File: src/rtl/dcim_pkg.sv
// Shared types and requantization helpers for the digital_circuit result path.
// shift_round and sat_clip are the two pipeline halves; sat_round chains them.
package dcim_pkg;

    localparam int NOUT_W    = 51;
    localparam int OUT_W     = 16;
    localparam int SHAMT_MAX = 50;

    typedef logic signed [NOUT_W:0] wide_t;

    typedef struct packed {
        logic             sat;
        logic [OUT_W-1:0] word;
    } req_t;

    localparam wide_t SAT_HI = wide_t'((64'sd1 <<< (OUT_W - 1)) - 64'sd1);
    localparam wide_t SAT_LO = wide_t'(-(64'sd1 <<< (OUT_W - 1)));

    // The extra top bit keeps the round-up carry of the largest positive value from wrapping.
    function automatic wide_t shift_round(input logic [NOUT_W-1:0] value,
                                          input logic [5:0]        shamt);
        logic [5:0] sh;
        wide_t      ext;
        wide_t      rnd;
        sh  = (shamt > 6'(SHAMT_MAX)) ? 6'(SHAMT_MAX) : shamt;
        ext = {value[NOUT_W-1], value};
        rnd = '0;
        if (sh != 6'd0) begin
            rnd[0] = value[sh - 6'd1];
        end else begin
            rnd[0] = 1'b0;
        end
        return (ext >>> sh) + rnd;
    endfunction

    function automatic req_t sat_clip(input wide_t y, input logic relu);
        wide_t v;
        req_t  r;
        if (relu && y[NOUT_W]) begin
            v = '0;
        end else begin
            v = y;
        end
        if (v > SAT_HI) begin
            r = {1'b1, 1'b0, {(OUT_W-1){1'b1}}};
        end else if (v < SAT_LO) begin
            r = {1'b1, 1'b1, {(OUT_W-1){1'b0}}};
        end else begin
            r = {1'b0, v[OUT_W-1:0]};
        end
        return r;
    endfunction

    function automatic req_t sat_round(input logic [NOUT_W-1:0] value,
                                       input logic [5:0]        shamt,
                                       input logic              relu);
        return sat_clip(shift_round(value, shamt), relu);
    endfunction

endpackage

File: src/rtl/sync_fifo.sv
// Synchronous FIFO with a registered head word; rd_data holds the last popped
// value while empty.
module sync_fifo #(
    parameter int WIDTH = 16,
    parameter int DEPTH = 4
) (
    input  logic                     clk,
    input  logic                     rstn,
    input  logic                     clr,
    input  logic                     wr_en,
    input  logic [WIDTH-1:0]         wr_data,
    input  logic                     rd_en,
    output logic [WIDTH-1:0]         rd_data,
    output logic                     valid,
    output logic                     full,
    output logic [$clog2(DEPTH):0]   level
);

    localparam int AW = $clog2(DEPTH);
    localparam int LW = AW + 1;

    logic [WIDTH-1:0] mem_r [DEPTH];
    logic [AW-1:0]    wr_ptr_r;
    logic [AW-1:0]    rd_ptr_r;
    logic [AW-1:0]    rd_next_s;
    logic [LW-1:0]    level_r;
    logic [LW-1:0]    level_next_s;
    logic [WIDTH-1:0] rd_data_r;
    logic [WIDTH-1:0] head_s;
    logic             valid_r;
    logic             push_s;
    logic             pop_s;
    logic             full_s;

    assign full_s = (level_r == LW'(DEPTH));

    // Next head: the word being written bypasses memory when it lands at the new read slot.
    always_comb begin
        pop_s     = rd_en & valid_r;
        push_s    = wr_en & (~full_s | pop_s);
        rd_next_s = pop_s ? (rd_ptr_r + AW'(1'b1)) : rd_ptr_r;
        case ({push_s, pop_s})
            2'b10:   level_next_s = level_r + LW'(1'b1);
            2'b01:   level_next_s = level_r - LW'(1'b1);
            default: level_next_s = level_r;
        endcase
        if (push_s && (wr_ptr_r == rd_next_s)) begin
            head_s = wr_data;
        end else begin
            head_s = mem_r[rd_next_s];
        end
    end

    // Storage array.
    always_ff @(posedge clk) begin
        if (push_s) begin
            mem_r[wr_ptr_r] <= wr_data;
        end
    end

    // Pointers, occupancy and registered head.
    always_ff @(posedge clk or negedge rstn) begin
        if (!rstn) begin
            wr_ptr_r  <= '0;
            rd_ptr_r  <= '0;
            level_r   <= '0;
            valid_r   <= 1'b0;
            rd_data_r <= '0;
        end else if (clr) begin
            wr_ptr_r  <= '0;
            rd_ptr_r  <= '0;
            level_r   <= '0;
            valid_r   <= 1'b0;
        end else begin
            if (push_s) begin
                wr_ptr_r <= wr_ptr_r + AW'(1'b1);
            end
            rd_ptr_r <= rd_next_s;
            level_r  <= level_next_s;
            valid_r  <= (level_next_s != '0);
            if (level_next_s != '0) begin
                rd_data_r <= head_s;
            end
        end
    end

    assign rd_data = rd_data_r;
    assign valid   = valid_r;
    assign full    = full_s;
    assign level   = level_r;

endmodule

File: src/rtl/nout_collector.sv
// Requantizes each completed accumulator result (shift, round, ReLU, saturate)
// and queues it on a valid/ready stream with overflow and saturation reporting.
module nout_collector #(
    parameter int IN_W   = dcim_pkg::NOUT_W,
    parameter int OUT_W  = dcim_pkg::OUT_W,
    parameter int DEPTH  = 4,
    parameter int SCNT_W = 8
) (
    input  logic                     clk,
    input  logic                     rstn,
    input  logic                     st,
    input  logic [IN_W-1:0]          nout,
    input  logic [5:0]               shamt,
    input  logic                     relu_en,
    input  logic                     clr,
    output logic [OUT_W-1:0]         dout,
    output logic                     dout_valid,
    input  logic                     dout_ready,
    output logic [$clog2(DEPTH):0]   level,
    output logic                     ovf,
    output logic [SCNT_W-1:0]        sat_cnt
);

    import dcim_pkg::*;

    logic              st_q_r;
    logic              p1_valid_r;
    wide_t             p1_y_r;
    logic              p1_relu_r;
    logic              p2_valid_r;
    logic              p2_sat_r;
    logic [OUT_W-1:0]  p2_word_r;
    logic              ovf_r;
    logic [SCNT_W-1:0] sat_cnt_r;
    req_t              req_s;
    logic              fifo_full_s;
    logic              pop_s;
    logic              accept_s;
    logic              drop_s;

    // A full FIFO still takes a word when the head leaves in the same cycle.
    always_comb begin
        req_s    = sat_clip(p1_y_r, p1_relu_r);
        pop_s    = dout_valid & dout_ready;
        accept_s = p2_valid_r & (~fifo_full_s | pop_s);
        drop_s   = p2_valid_r & fifo_full_s & ~pop_s;
    end

    // Capture and requantization pipeline; clr kills every in-flight result.
    always_ff @(posedge clk or negedge rstn) begin
        if (!rstn) begin
            st_q_r     <= 1'b0;
            p1_valid_r <= 1'b0;
            p1_y_r     <= '0;
            p1_relu_r  <= 1'b0;
            p2_valid_r <= 1'b0;
            p2_sat_r   <= 1'b0;
            p2_word_r  <= '0;
        end else if (clr) begin
            st_q_r     <= 1'b0;
            p1_valid_r <= 1'b0;
            p2_valid_r <= 1'b0;
        end else begin
            st_q_r     <= st;
            p1_valid_r <= st_q_r;
            p2_valid_r <= p1_valid_r;
            if (st_q_r) begin
                p1_y_r    <= shift_round(nout, shamt);
                p1_relu_r <= relu_en;
            end
            if (p1_valid_r) begin
                p2_sat_r  <= req_s.sat;
                p2_word_r <= req_s.word;
            end
        end
    end

    // Sticky overflow and saturating count of saturated words actually queued.
    always_ff @(posedge clk or negedge rstn) begin
        if (!rstn) begin
            ovf_r     <= 1'b0;
            sat_cnt_r <= '0;
        end else if (clr) begin
            ovf_r     <= 1'b0;
            sat_cnt_r <= '0;
        end else begin
            if (drop_s) begin
                ovf_r <= 1'b1;
            end
            if (accept_s && p2_sat_r && (sat_cnt_r != {SCNT_W{1'b1}})) begin
                sat_cnt_r <= sat_cnt_r + SCNT_W'(1'b1);
            end
        end
    end

    sync_fifo #(
        .WIDTH (OUT_W),
        .DEPTH (DEPTH)
    ) u_fifo (
        .clk     (clk),
        .rstn    (rstn),
        .clr     (clr),
        .wr_en   (p2_valid_r & ~clr),
        .wr_data (p2_word_r),
        .rd_en   (dout_ready),
        .rd_data (dout),
        .valid   (dout_valid),
        .full    (fifo_full_s),
        .level   (level)
    );

    assign ovf     = ovf_r;
    assign sat_cnt = sat_cnt_r;

endmodule

File: config.mk
export PLATFORM = sky130hd
export DESIGN_NAME = nout_collector
export DESIGN_NICKNAME = d
export VERILOG_FILES = /design/src/rtl/dcim_pkg.sv /design/src/rtl/sync_fifo.sv /design/src/rtl/nout_collector.sv
export SDC_FILE = /design/constraint.sdc
export NUM_CORES = 1
export LEC_CHECK = 0
export CAP_MARGIN = 20
export CORE_AREA = 2 2 192 194
export DETAILED_ROUTE_END_ITERATION = 10
export DIE_AREA = 0 0 194 196
export GPL_TIMING_DRIVEN = 0
export SLEW_MARGIN = 20
export SYNTH_ARGS = -nofsm -noshare
export SYNTH_HDL_FRONTEND = slang
export SYNTH_HIERARCHICAL = 1
export SYNTH_SLANG_ARGS = --single-unit
export TNS_END_PERCENT = 30
File: constraint.sdc
create_clock -name clk -period 5.1 [get_ports clk]
set_clock_uncertainty 0.05 [all_clocks]
set_input_delay 1.02 -clock clk [delete_from_list [all_inputs] [get_ports clk]]
set_output_delay 1.02 -clock clk [all_outputs]
set_load 0.05 [all_outputs]
# Word level (Yosys, flattened, before mapping)
# Memory sizes are Yosys's and may differ from the RTL's. A register that Yosys moved wholly into a read port is not among the register bits.
# Cells that the tools add are included.
# totals
reg_bits,90
ram_bits,64
inputBits,63
memories,1
# memory_table
name,words,word_bits,rd,rd_ports_with_merged_regs,write_ports,line,source
u_fifo.mem_r,4,16,1,1,1,sync_fifo.sv:22,logic [WIDTH-1:0] mem_r [DEPTH];
# op_classes
muxes,25
n_shift,1
eq_ne,4
add_sub_neg,7
magnitude_cmp,4
n_bitwise,10
n_reduce_logical,12
# op_table
op,n
$add A52 B2 Y52,1
$gt A52 B16 Y1 const B,1
$lt A52 B16 Y1 const B,1
$mux W52,1
$sshr A51 B6 Y52,1
$mux W17,2
$mux W8,2
$mux W1,12
$add A8 B1 Y8 const B,1
$mux W2,4
$ne A8 B8 Y1 const B,1
$lt A6 B7 Y1 const B,1
$and A1 B1 Y1,6
$bmux W1 S6,1
$gt A6 B6 Y1 const B,1
$mux W6,1
$pmux W3 S2,1
$reduce_and A2 Y1,3
$reduce_bool A2 Y1,3
$reduce_bool A6 Y1,1
$sub A6 B1 Y6 const B,1
$add A2 B1 Y2 const B,2
$add A3 B1 Y3 const B,1
$eq A3 B3 Y1 const B,1
other kinds (9),13

# Longest topological paths before layout
# logic_depth
word_depth,9
mapped_depth,23

# Hierarchy
# Netlist, hierarchy kept.
# by_module_without_submodules
mod,instances,seq_area_each_um2,cells_per_inst,area_each_um2
nout_collector,1,2052.0,1366,9937.0
sync_fifo,1,2522.4,230,4349.2

# Worst setup path after synthesis
# OpenSTA, ideal clock, no wires.
# synth_timing
path_type,input port to flip-flop
start,in shamt[2]
end,reg p1_y_r[14]
required_ns,4.921
n_path_buf,5
setup_time_ns,0.129
path_slack_ns,-0.096
arrival_time_ns,5.017
cell_stages,20
path_cell_list,buf_2 clkbuf_1 buf_1 buf_1 xnor2_1 o21ai_1 clkbuf_1 o211ai_1 a21oi_1 nand2_1 a31oi_1 a21oi_1 a21oi_1 ha_1 ha_1 nor3b_2 nand4_1 a2111oi_2 xor2_1 o21ai_1
# synth_between
elab_chain_cells,9
# synth_lines
item,line,source
from (decl),nout_collector.sv:13,"input logic [5:0] shamt,"
$gt A6 B6 Y1,dcim_pkg.sv:25,sh = (shamt > 6'(SHAMT_MAX)) ? 6'(SHAMT_MAX) : shamt;
$mux W6 (*),dcim_pkg.sv:25,
$sub A6 B1 Y6,dcim_pkg.sv:29,rnd[0] = value[sh - 6'd1];
$bmux W1 S6,dcim_pkg.sv:29,
$mux W1 (implied by the code),dcim_pkg.sv:29,
$mux W1,dcim_pkg.sv:28,if (sh != 6'd0) begin
$mux W1,nout_collector.sv:67,if (st_q_r) begin
$mux W1,nout_collector.sv:59,end else if (clr) begin
$add A52 B2 Y52 (*),dcim_pkg.sv:33,return (ext >>> sh) + rnd;
to (signal assigned),nout_collector.sv:68,"p1_y_r <= shift_round(nout, shamt);"
to (decl),nout_collector.sv:28,wide_t p1_y_r;
# Every way passes the cells marked *; elsewhere a longest branch is shown, timed or not. The select of a mux whose other input is x is not followed.
# A chain may end at the register's enable or synchronous reset.

# Worst setup path in the final report
# layout_timing
start,in shamt[4]
end,reg p1_y_r[47]
# Same word-level chain as after synthesis.

==> results.toml <==
[cts]
cts_tree = "built"
cts_inserted_buffers = 17
insertion_delay_ps = 440
maximum_level_of_the_cts_h_tree = 4
clock_pin_slew_of_the_registers_on_the_worst_case_setup_and_hold_paths_ps = 70
cts_sinks = 170
cts_hold_buffers = 0
max-clock-path-buffers = 2
clk_root_buffer_cell = "sky130_fd_sc_hd__clkbuf_16"

[synthesis]
synth_sequential_area_ratio_pct = 32.0
ys_async_sr_fraction_pct = 62.4
synth_cell_types = 100
syn-mean-instance-area_sq_um = 8.95
synth.net_count = 1667
synth-edff-count = 64
synthesis.area_sq_um = 14300
synth_seq_cells = 170
yosys_most_used_dff = "sky130_fd_sc_hd__dfrtp_1"
synth_warnings = 6
syn-instance-count = 1596

[cells_and_area]
insertedDiodeCount = 0
post_route_cells_drive_above_1_share_pct = 21.4
area_growth_pct = 22.4
final_common_cell = "sky130_fd_sc_hd__nand2_1"
final_nets = 1811
layout_common_cells = "sky130_fd_sc_hd__nand2_1 (166), sky130_fd_sc_hd__o21ai_0 (126), sky130_fd_sc_hd__nor2_1 (114)"

[grt]
gr_ovfl_total = 0
grt_start_max_net_pins = 71
antenna_found_initial = 0
grt_first_pass_wirelength_um = 102000
grt_use_total_pct = 36.1
grt_pass1_vias = 14900

[route]
ant_nets = 0
routedLengthMet1_um = 28100
per_cell_routed_wire_length_um = 31.2
detailedRoute.firstPassIterationCount = 6
num_vias = 15200
count_of_unresolved_drc_violations_after_routing = 0
first_iter_violations = 1865
totalWireLength_um = 69200
routed-wl-met3_um = 7250
routed.top_layer = "met4"
met2WireLength_um = 30400
via_per_inst = 6.85

[timing]
layout_setup_ws_ps = 77.2
final_cycle_utilization_of_the_critical_path_pct = 98.5
timing.final.crit_period_ps = 5020
fmaxAchievable_mhz = 199
hold-worst-slack_ps = 426
timing.final.hold_violations = 0
final-setup-viol-count = 0
timing.slew.headroom_pct = 21.2
max_slew_vio_count = 0
max_slew.worst_pin.slew_ps = 1180

[pwr]
power.switching_uw = 2230
clock_power_share_pct = 23.9
power.ir.vdd_worst_mv = 0.403
seq_power_share_pct = 33.3
swShare_pct = 40.3
p_comb_share_pct = 42.8
fin_total_pwr_uw = 5520
internal-power_uw = 3300
pwr_density_cell_nw_per_um2 = 316
static_power_due_to_leakage_uw = 0.00650

[status]
outcome = "complete, no violations"

[worst_setup_path]
worstRegToRegCells = 10
worst_r2r_endpoint = "u_fifo/rd_data[7]"
timing.critical_path.arrival_ps = 5300
critPathMaxFanout = 10
startpoint = "shamt[4]"
timing.critical_path.from_type = "input pin"
critical_path.endpoint_type = "register"
ff2ff_setup_slack_ps = 2210
worst_setup_path_endpoint = "p1_y_r[47]"
origin_of_the_critical_flop_to_flop_path = "p2_valid_r"
worstPathRequired_ps = 5380
critPathKind = "in -> reg"

[floorplan]
coreArea_sq_um = 36100
std_cell_rows = 70
die_height_um = 196
io-pin-count = 92
initial_core_util_pct = 39.6
fp.dieW_um = 194
design.die.area_sq_um = 38000

[job]
maxCapViolations = 0

[placement]
dp.final_hpwl_um = 53500
io_buffer_count = 88
placement.setup.worst_slack_ps = -2830
gp_congestion = 1.05

[worst_hold_path]
worst_hold_path_type = "in -> async"
## routing by layer
metal | vias to the layer above | GRT usage (%)
li1 | 6486 | -
met1 | 7586 | 48.2
met2 | 955 | 55.8
met3 | 190 | 8.78
met4 | 0 | 15.5
met5 | - | 0
## final cells by class
| cell class | count | area, sq um |
|---|---|---|
| Inverter | 35 | 131 |
| Tap cell | 468 | 586 |
| Sequential cell | 170 | 4570 |
| Timing Repair Buffer | 128 | 1210 |
| Clock buffer | 19 | 433 |
| Buffer | 126 | 861 |
| Multi-Input combinational cell | 1262 | 9520 |
| Fill cell | 3493 | 18600 |
| Clock inverter | 13 | 163 |
## worst max-delay path: stages
cell and delay, ps:
sky130_fd_sc_hd__buf_2 190, sky130_fd_sc_hd__buf_4 250, sky130_fd_sc_hd__buf_2 330, sky130_fd_sc_hd__clkinv_1 470, sky130_fd_sc_hd__nor2_1 270, sky130_fd_sc_hd__clkbuf_1 590, sky130_fd_sc_hd__a22oi_1 180, sky130_fd_sc_hd__o21ai_0 340
sky130_fd_sc_hd__nor2_1 190, sky130_fd_sc_hd__nor3b_2 350, sky130_fd_sc_hd__nand3_1 310, sky130_fd_sc_hd__nor2_2 390, sky130_fd_sc_hd__a31oi_1 130, sky130_fd_sc_hd__a221o_1 270
## cells by family after synthesis
family                     Yosys count  synth area share (%)
xor gates and xnor gates            49                  3.06
AOI/OAI and AO/OA                  521                  25.7
muxes                              127                  13.2
adders and majority gates            8                 0.753
DFF                                170                  32.0
and+or+nand+nor                    557                  19.6
buffers and inverters              164                  5.60
## sequential cells by signal, indices dropped and copies added, names as in the netlist
register,cells
st_q_r,1
p1_valid_r,1
ovf,1
u_fifo/wr_ptr_r,2
u_fifo/rd_ptr_r,2
u_fifo/rd_data,16
u_fifo/valid,1
p2_valid_r,1
u_fifo/mem_r,64
p2_word_r,16
u_fifo/level,3
p1_y_r,52
p1_relu_r,1
p2_sat_r,1
sat_cnt,8
## through the flow
step / TNS (ps) / cells / cell area (sq um) / util, %
3_5_place_dp: -126590 / 2155 / 15800 / 43.8
6_report: 0 / 2221 / 17500 / 48.5
5_1_grt: -58.5 / 2221 / 17500 / 48.5
3_3_place_gp: -263710 / 2152 / 15800 / 43.7
2_1_floorplan: 0 / 1596 / 14300 / -
4_1_cts: 0 / 2215 / 17300 / 48.0
## power by group through the flow
stage	registers, uW	clock network (uW)	logic (uW)
3_5_place_dp	1870	0	2170
2_1_floorplan	2070	0	1170
5_1_grt	1870	1400	2480
3_3_place_gp	1860	0	2180
6_report	1840	1320	2360
4_1_cts	1840	1340	2290
## synthesized netlist by cell type (17+ instances only)
cell type | number | area share, %
sky130_fd_sc_hd__nand2_1 | 170 | 4.5
sky130_fd_sc_hd__o21ai_0 | 127 | 4.4
sky130_fd_sc_hd__nor2_1 | 120 | 3.2
sky130_fd_sc_hd__dfrtp_1 | 106 | 19
sky130_fd_sc_hd__a21oi_1 | 90 | 3.2
sky130_fd_sc_hd__nor3_1 | 77 | 2.7
sky130_fd_sc_hd__clkbuf_1 | 64 | 1.7
sky130_fd_sc_hd__edfxtp_1 | 64 | 13
sky130_fd_sc_hd__nand3_1 | 50 | 1.8
sky130_fd_sc_hd__o211ai_1 | 46 | 2.4
sky130_fd_sc_hd__buf_2 | 36 | 1.3
sky130_fd_sc_hd__mux2_2 | 36 | 2.8
sky130_fd_sc_hd__mux2i_1 | 34 | 2.4
sky130_fd_sc_hd__a211oi_1 | 32 | 1.7
sky130_fd_sc_hd__inv_1 | 31 | 0.81
sky130_fd_sc_hd__mux4_2 | 31 | 4.9
sky130_fd_sc_hd__nand4_1 | 31 | 1.4
sky130_fd_sc_hd__a31oi_1 | 30 | 1.3
sky130_fd_sc_hd__nor4_1 | 26 | 1.1
sky130_fd_sc_hd__xor2_1 | 25 | 1.5
sky130_fd_sc_hd__xnor2_1 | 23 | 1.4
sky130_fd_sc_hd__mux2_4 | 21 | 2.2
sky130_fd_sc_hd__a22oi_1 | 17 | 0.89
sky130_fd_sc_hd__o22ai_1 | 17 | 0.74
## how the worst min path moves through the flow
stage / from / slack (ps) / cells after the start / to
6_report: rstn / 430 / 1 / u_fifo/rd_data[5]
5_1_grt: rstn / 440 / 1 / u_fifo/rd_data[14]
4_1_cts: rstn / 430 / 1 / u_fifo/rd_data[13]
3_5_place_dp: p1_y_r[4] / 420 / 2 / p1_y_r[4]
3_3_place_gp: p2_sat_r / 410 / 2 / p2_sat_r
2_1_floorplan: p2_sat_r / 390 / 2 / p2_sat_r
## timing repair
item / CTS / global route
gates resized for setup: 163 / 46
buffers inserted: 29 / 8
pin swaps: 23 / 19
endpoints found under the setup margin: 52 / 40
Power figures use the tool's default switching activity.
